$ cat config.mk
export PLATFORM = sky130hd
export DESIGN_NAME = seq_nibble_add
export DESIGN_NICKNAME = d
export VERILOG_FILES = /design/src/rtl/seq_nibble_add_pkg.sv /design/src/rtl/seq_nibble_add_par_4bit_add.sv /design/src/rtl/seq_nibble_add.sv
export SDC_FILE = /design/constraint.sdc
export NUM_CORES = 1
export LEC_CHECK = 0
export ABC_AREA = 1
export CAP_MARGIN = 15
export CORE_MARGIN = 2
export CORE_UTILIZATION = 51
export CTS_BUF_LIST = sky130_fd_sc_hd__clkbuf_16
export CTS_CLUSTER_SIZE = 28
export DETAILED_ROUTE_END_ITERATION = 16
export MAX_ROUTING_LAYER = met4
export PLACE_DENSITY_LB_ADDON = 0.3
export SETUP_SLACK_MARGIN = 0.05
export SYNTH_ARGS = -nofsm -noshare
export SYNTH_HDL_FRONTEND = slang
export SYNTH_HIERARCHICAL = 1
export SYNTH_SLANG_ARGS = --single-unit
$ cat constraint.sdc
create_clock -name clk -period 2.5 [get_ports clk]
set_clock_uncertainty 0.05 [all_clocks]
set_input_delay 0.5 -clock clk [delete_from_list [all_inputs] [get_ports clk]]
set_output_delay 0.5 -clock clk [all_outputs]
set_load 0.05 [all_outputs]
$ cat src/rtl/seq_nibble_add_pkg.sv
// Shared definitions for the nibble-serial adder: FSM state encoding and slice geometry.
// The slice-index width helper keeps the top and any wrapper in agreement.
package seq_nibble_add_pkg;

  localparam int SLICE_W = 4;

  typedef enum logic [1:0] {
    ST_IDLE = 2'd0,
    ST_RUN  = 2'd1,
    ST_DONE = 2'd2
  } state_t;

  // One extra bit so the index can reach NIBBLES without wrapping.
  function automatic int idx_width(input int nibbles);
    return $clog2(nibbles) + 1;
  endfunction

endpackage

$ cat src/rtl/seq_nibble_add_par_4bit_add.sv
// Combinational 4-bit ripple adder used as the single slice of the serial datapath.
// Exposes the carry into the MSB so the top can form signed overflow on the last slice.
module par_4bit_add
  import seq_nibble_add_pkg::*;
(
  input  logic [SLICE_W-1:0] a,
  input  logic [SLICE_W-1:0] b,
  input  logic               cin,
  output logic [SLICE_W-1:0] sum,
  output logic               cout,
  output logic               c_msb
);

  logic [SLICE_W:0] c;

  assign c[0] = cin;

  genvar gi;
  generate
    for (gi = 0; gi < SLICE_W; gi++) begin : g_bit
      assign sum[gi]  = a[gi] ^ b[gi] ^ c[gi];
      assign c[gi+1]  = (a[gi] & b[gi]) | (c[gi] & (a[gi] ^ b[gi]));
    end
  endgenerate

  assign cout  = c[SLICE_W];
  assign c_msb = c[SLICE_W-1];

endmodule

$ cat src/rtl/seq_nibble_add.sv
// Nibble-serial adder/subtractor: one 4-bit slice per cycle, LS slice first,
// with a valid/ready handshake on both the operand and the result side.
module seq_nibble_add
  import seq_nibble_add_pkg::*;
#(
  parameter int NIBBLES = 4
) (
  input  logic                       clk,
  input  logic                       rst_n,
  input  logic                       in_valid,
  output logic                       in_ready,
  input  logic [SLICE_W*NIBBLES-1:0] a,
  input  logic [SLICE_W*NIBBLES-1:0] b,
  input  logic                       cin,
  input  logic                       sub,
  output logic                       out_valid,
  input  logic                       out_ready,
  output logic [SLICE_W*NIBBLES-1:0] sum,
  output logic                       cout,
  output logic                       ovf
);

  localparam int W     = SLICE_W * NIBBLES;
  localparam int IDX_W = idx_width(NIBBLES);
  localparam logic [IDX_W-1:0] LAST_IDX = IDX_W'(NIBBLES - 1);

  state_t            state_reg, state_next;
  logic [W-1:0]      a_reg, b_reg;
  logic [W-1:0]      sum_reg, sum_next;
  logic              carry_reg;
  logic              cout_reg, ovf_reg;
  logic [IDX_W-1:0]  idx_reg;

  logic [SLICE_W-1:0] slice_sum;
  logic               slice_cout;
  logic               slice_cmsb;
  logic               accept;
  logic               running;
  logic               last_slice;

  assign accept     = (state_reg == ST_IDLE) && in_valid;
  assign running    = (state_reg == ST_RUN);
  assign last_slice = running && (idx_reg == LAST_IDX);

  // Operands shift right each RUN cycle, so the slice adder always sees bits [3:0].
  par_4bit_add u_slice (
    .a     (a_reg[SLICE_W-1:0]),
    .b     (b_reg[SLICE_W-1:0]),
    .cin   (carry_reg),
    .sum   (slice_sum),
    .cout  (slice_cout),
    .c_msb (slice_cmsb)
  );

  always_comb begin
    state_next = state_reg;
    unique case (state_reg)
      ST_IDLE: if (in_valid)   state_next = ST_RUN;
      ST_RUN:  if (last_slice) state_next = ST_DONE;
      ST_DONE: if (out_ready)  state_next = ST_IDLE;
      default:                 state_next = ST_IDLE;
    endcase
  end

  always_ff @(posedge clk) begin
    if (!rst_n) begin
      state_reg <= ST_IDLE;
    end else begin
      state_reg <= state_next;
    end
  end

  // Each result nibble is written in place when its slice index comes up.
  genvar gi;
  generate
    for (gi = 0; gi < NIBBLES; gi++) begin : g_sum_wr
      assign sum_next[gi*SLICE_W +: SLICE_W] =
        (running && (idx_reg == IDX_W'(gi))) ? slice_sum
                                             : sum_reg[gi*SLICE_W +: SLICE_W];
    end
  endgenerate

  always_ff @(posedge clk) begin
    if (!rst_n) begin
      a_reg     <= '0;
      b_reg     <= '0;
      sum_reg   <= '0;
      carry_reg <= 1'b0;
      cout_reg  <= 1'b0;
      ovf_reg   <= 1'b0;
      idx_reg   <= '0;
    end else begin
      sum_reg <= sum_next;
      if (accept) begin
        // Subtraction is A + ~B + 1; cin only matters in add mode.
        a_reg     <= a;
        b_reg     <= sub ? ~b : b;
        carry_reg <= sub ? 1'b1 : cin;
        idx_reg   <= '0;
      end else if (running) begin
        a_reg     <= a_reg >> SLICE_W;
        b_reg     <= b_reg >> SLICE_W;
        carry_reg <= slice_cout;
        idx_reg   <= idx_reg + IDX_W'(1);
        if (last_slice) begin
          cout_reg <= slice_cout;
          ovf_reg  <= slice_cout ^ slice_cmsb;
        end
      end
    end
  end

  assign in_ready  = (state_reg == ST_IDLE);
  assign out_valid = (state_reg == ST_DONE);
  assign sum       = sum_reg;
  assign cout      = cout_reg;
  assign ovf       = ovf_reg;

endmodule

-- After elaboration in Yosys (flattened, before gate mapping)
Cells that the tools add are included.
- add/sub/neg operators: 1
- equal/unequal tests: 8
- mux-type cells: 12
- bitwise gates (word level): 24
- reductions and logical operators: 11
- operators by type and width (operator ; number):
    2-to-1 mux 16 bit ; 5
    NOT 16 bit ; 1
    XOR 1 bit ; 9
    AND 1 bit ; 8
    == test 3 x 2 -> 1 bit, second input constant ; 2
    2-to-1 mux 2 bit ; 3
    one-hot mux 2 bit (3 select lines) ; 1
    AND reduction 3 bit ; 2
    logical AND 1 bit ; 5
    != test 2 x 1 -> 1 bit, second input constant ; 2
    bitwise OR 1 bit ; 4
    adder 3 x 1 -> 3 bit, second input constant ; 1
    == test 3 x 1 -> 1 bit, second input constant ; 1
    zero test 3 bit ; 1
    2-to-1 mux 1 bit ; 3
    == test 2 x 1 -> 1 bit, second input constant ; 1
    == test 2 bit, second input constant ; 1
    zero test 2 bit ; 1
    != test 2 bit, second input constant ; 1
    NOT 1 bit ; 2
    nonzero test 2 bit ; 1
    OR reduction 2 bit ; 1
- bits in registers: 56
- input port bits: 38
- output and inout bits: 20
- logic and storage cells: 67

-- Logic depth before layout (Yosys ltp)
Gate-level depths: netlist of the first run.
- depth in word-level cells: 11
- depth in mapped cells: 10

-- Cells and area by module
The synthesis of the first run kept the hierarchy.
- by module, submodules not included (module ; instances ; cells an instance ; area each (µm²) ; seq. area each (µm²)):
    seq_nibble_add ; 1 ; 409 ; 2730.1 ; 1121.1
    par_4bit_add ; 1 ; 12 ; 110.1 ; 0.0

-- Worst setup path after synthesis of the first run
OpenSTA, ideal clock, no wires.
- kind: register -> register
- start point: register a_reg[0]
- end point: register sum_reg[15], in the netlist sum[15]
- library setup time: 0.116 ns
- data arrival time: 1.969 ns
- required time: 2.334 ns
- path slack: 0.365 ns
- stages on the path, launching flop included: 9
- path buffers: 0
- cell sequence: dfxtp_1 -> fa_1 -> inv_1 -> fa_1 -> fa_1 -> inv_1 -> fa_1 -> nor2_1 -> nor2_1
- longest elaborated chain between the ends: 8
- elaborated cells on any way between the ends: 9
- ends and longest elaborated chain (what ; RTL line ; text):
    from (decl) ; seq_nibble_add.sv:28 ; logic [W-1:0] a_reg, b_reg;
    from (signal assigned) ; seq_nibble_add.sv:101 ; a_reg <= a_reg >> SLICE_W;
    XOR 1 bit ; seq_nibble_add_par_4bit_add.sv:22 ; assign c[gi+1] = (a[gi] & b[gi]) | (c[gi] & (a[gi] ^ b[gi]));
    AND 1 bit ; seq_nibble_add_par_4bit_add.sv:22 ;
    bitwise OR 1 bit * ; seq_nibble_add_par_4bit_add.sv:22 ;
    AND 1 bit * ; seq_nibble_add_par_4bit_add.sv:22 ;
    bitwise OR 1 bit * ; seq_nibble_add_par_4bit_add.sv:22 ;
    AND 1 bit * ; seq_nibble_add_par_4bit_add.sv:22 ;
    bitwise OR 1 bit * ; seq_nibble_add_par_4bit_add.sv:22 ;
    via slice_cmsb ; seq_nibble_add.sv:36 ; logic slice_cmsb;
    XOR 1 bit * ; seq_nibble_add_par_4bit_add.sv:21 ; assign sum[gi] = a[gi] ^ b[gi] ^ c[gi];
    via slice_sum[3] ; seq_nibble_add.sv:34 ; logic [SLICE_W-1:0] slice_sum;
    to (signal assigned) ; seq_nibble_add.sv:93 ; sum_reg <= sum_next;
    to (decl) ; seq_nibble_add.sv:29 ; logic [W-1:0] sum_reg, sum_next;
The timed path passes the listed nets; every way through them passes the cells marked *.
A chain may end at the register's enable or synchronous reset.

-- Worst setup path after layout of the first run
- start point: register state_reg[1]
- end point: output port out_valid
- longest elaborated chain between the ends: 1
- ends and longest elaborated chain (what ; RTL line ; text):
    from (decl) ; seq_nibble_add.sv:27 ; state_t state_reg, state_next;
    from (signal assigned) ; seq_nibble_add.sv:69 ; state_reg <= state_next;
    == test 2 bit ; seq_nibble_add.sv:114 ; assign out_valid = (state_reg == ST_DONE);
    to (decl) ; seq_nibble_add.sv:16 ; output logic out_valid,
No other way between the ends.

==> results of run 1 <==
power by group:
group          internal [µW]  switching (µW)  total [µW]
combinational            162             220         382
clock                    355             285         640
sequential               942            26.8         969
total                   1460             532        1990
routing by layer:
layer	routed length [µm]	GRT usage
met3	269	0.0333
met1	2700	0.257
met5	0	-
met4	51	0.0614
met2	2850	0.349
path summary, 6_finish.rpt:
| check | start | endpoint | slack [ps] | cells past startpoint |
|---|---|---|---|---|
| worst max-delay path | state_reg[1] | out_valid | 170 | 3 |
| worst min-delay path | a_reg[2] | a_reg[2] | 410 | 2 |
| worst max register to register | a_reg[0] | sum[7] | 260 | 8 |
| worst min register to register | a_reg[2] | a_reg[2] | 410 | 2 |
layout by cell type, fill, tap and decap left out:
master             n
nor2_2             2
nor2_1            36
nand2_1          155
xor2_1             5
nand2_8            1
nand3b_1           8
o21ai_0           18
ha_1               5
dfxtp_1           56
o21ai_2            1
inv_2              2
buf_4              7
nor2_4             3
nand3_1           27
clkdlybuf4s50_1   56
fa_1               4
nor2_8             1
buf_12             2
clkbuf_16          5
a21oi_1           25
inv_1             51
logic make-up (layout without fill, tap and decap cells):
logic type | after synthesis | after routing | synth area share
adder cells (fa/ha/maj) | 9 | 9 | 0.0502
AND/OR/NAND/NOR | 233 | 233 | 0.352
buffers and inverters | 74 | 123 | 0.109
flip-flops | 56 | 56 | 0.395
XOR/XNOR | 5 | 5 | 0.0154
AO/OA/AOI/OAI | 44 | 44 | 0.0789
worst max-delay path, delay by kind of cell, from the launching register on:
family	cells	cell delay, ps
flops	1	380
simple gates	1	150
buf+inv	2	970
through the flow:
| stage | power, µW | hold slack (ps) | instance area, µm² |
|---|---|---|---|
| after floorplan | 1230 | 394 | 2840 |
| after global placement | 1360 | 402 | 3470 |
| after detailed placement | 1370 | 404 | 3470 |
| after CTS | 2010 | 415 | 3600 |
| after global routing | 2090 | 434 | 3600 |
| final | 1990 | 413 | 3600 |
area by class of cell:
cell class                      instances  area [µm²]  area share
Multi-Input combinational cell        291        1410       0.392
Sequential cell                        56        1120       0.312
Timing Repair Buffer                   65         653       0.182
Inverter                               53         199      0.0553
Clock buffer                            5         125      0.0348
Tap cell                               72        90.1      0.0250
==> flow_metrics.py, run 1 <==
metrics = {
    "flow_run": {
        "cap_violations": 0,
    },
    "worst_setup_path": {
        "startpoint_type": "flip-flop",
        "cpMaxStageDelayCell": "clkdlybuf4s50_1",
        "cp.arrival_ps": 1780,
        "cpPeakStageDelay_ps": 820,
        "crit_type": "flip-flop to output port",
        "required_ps": 1950,
        "end_kind": "output port",
        "path_cells": "inv_2 > nor2_1 > clkdlybuf4s50_1",
        "critPathMaxFanout": 12,
    },
    "clocking": {
        "clk_path_buf_depth": 2,
        "clkSinkCount": 56,
        "root_buffer": "clkbuf_16",
        "cts_made_buffers": 5,
        "postCtsSetupBuffers": 0,
        "post_cts_resized": 0,
        "insertion_delay_ps": 280,
        "cts_hold_buf": 0,
        "cts.htree.levels": 2,
        "clkTransAtPathRegs_ps": 70,
        "cts_tree": "done",
    },
    "logic_synthesis": {
        "synth-edff-count": 0,
        "ys_seq_area_frac": 0.395,
        "synth_top_area_share": 0.395,
        "ys_top_cells_by_count": "nand2_1, dfxtp_1, inv_1",
        "async_flop_share": 0,
        "avgSynthCellArea_um2": 6.75,
        "synth_area_mm2": 0.00284,
        "synth.most_common_cell": "nand2_1",
        "syn-num-nets": 468,
        "ys_ff_latch": 56,
        "synth_area_leaders": "dfxtp_1, nand2_1, inv_1",
        "ys.flop_type": "dfxtp_1",
        "ys_warn_count": 6,
        "synthCells": 421,
        "yosys.area.top_type": "dfxtp_1",
        "synth_cell_types": 23,
    },
    "detailed_routing": {
        "wire_per_inst_um": 10.8,
        "drc": 0,
        "dr_total_vias": 2613,
        "first_iter_violations": 132,
        "ant_nets": 0,
        "first_pass_iters": 4,
        "via_per_inst": 4.82,
        "routed_wl_um": 5870,
    },
    "sta": {
        "timing.fmax_mhz": 429,
        "setup_viol": 0,
        "final_hold_viol_count": 0,
        "fin_tns_setup_ps": 0,
        "relSlewSlack": 0.534,
        "tightest_slew_ps": 698,
        "rsz0062_at_grt": "false",
        "drv_slew": 0,
        "min_period_ps": 2330,
        "fin_crit_sh": 0.933,
        "worst_slack_ps": 168,
    },
    "global_routing": {
        "grt_pass1_vias": 2341,
        "antenna_found_initial": 0,
        "grt_usage": 0.207,
        "grt_overflow": 0,
        "grt_max_degree": 33,
        "grt_pass1_wl_um": 10100,
    },
    "final_layout": {
        "nNetsFinal": 519,
        "n_fill_cell": 499,
        "n_antenna_cell": 0,
        "drive_above_1_share": 0.0511,
        "syn_to_final_growth_pct": 26.7,
        "finish.utilization": 0.661,
        "instances_no_fill": 542,
    },
    "floorplanning": {
        "die_h_um": 78.6,
        "start_util": 0.522,
        "rows": 27,
        "core_mm2": 0.00544,
        "io_pins": 58,
        "dieArea_mm2": 0.00618,
        "die_w_um": 78.6,
    },
    "pwr": {
        "ir_drop_mv": 0.369,
        "p_leak_uw": 0.00175,
        "p_per_area_mw_per_mm2": 553,
    },
    "worst_hold_path": {
        "hp-class": "flip-flop to flip-flop",
    },
    "placed_design": {
        "portBuffers": 57,
        "hpwl_um": 4120,
        "dp_cells": 537,
        "globalplace.congestion": 0.818,
        "pre_cts_ws_ps": 262,
    },
    "outcome": {
        "status": "finished, final reports clean",
    },
}
Power figures use the tool's default switching activity.
==> run 2: changes to the inputs <==
--- a/config.mk
+++ b/config.mk
@@ -15,6 +15,7 @@
 export MAX_ROUTING_LAYER = met4
 export PLACE_DENSITY_LB_ADDON = 0.3
 export SETUP_SLACK_MARGIN = 0.05
+export SKIP_LAST_GASP = 1
 export SYNTH_ARGS = -nofsm -noshare
 export SYNTH_HDL_FRONTEND = slang
 export SYNTH_HIERARCHICAL = 1
==> results of run 2 <==
Final layout, timing and power as in run 1 (identical DEF).
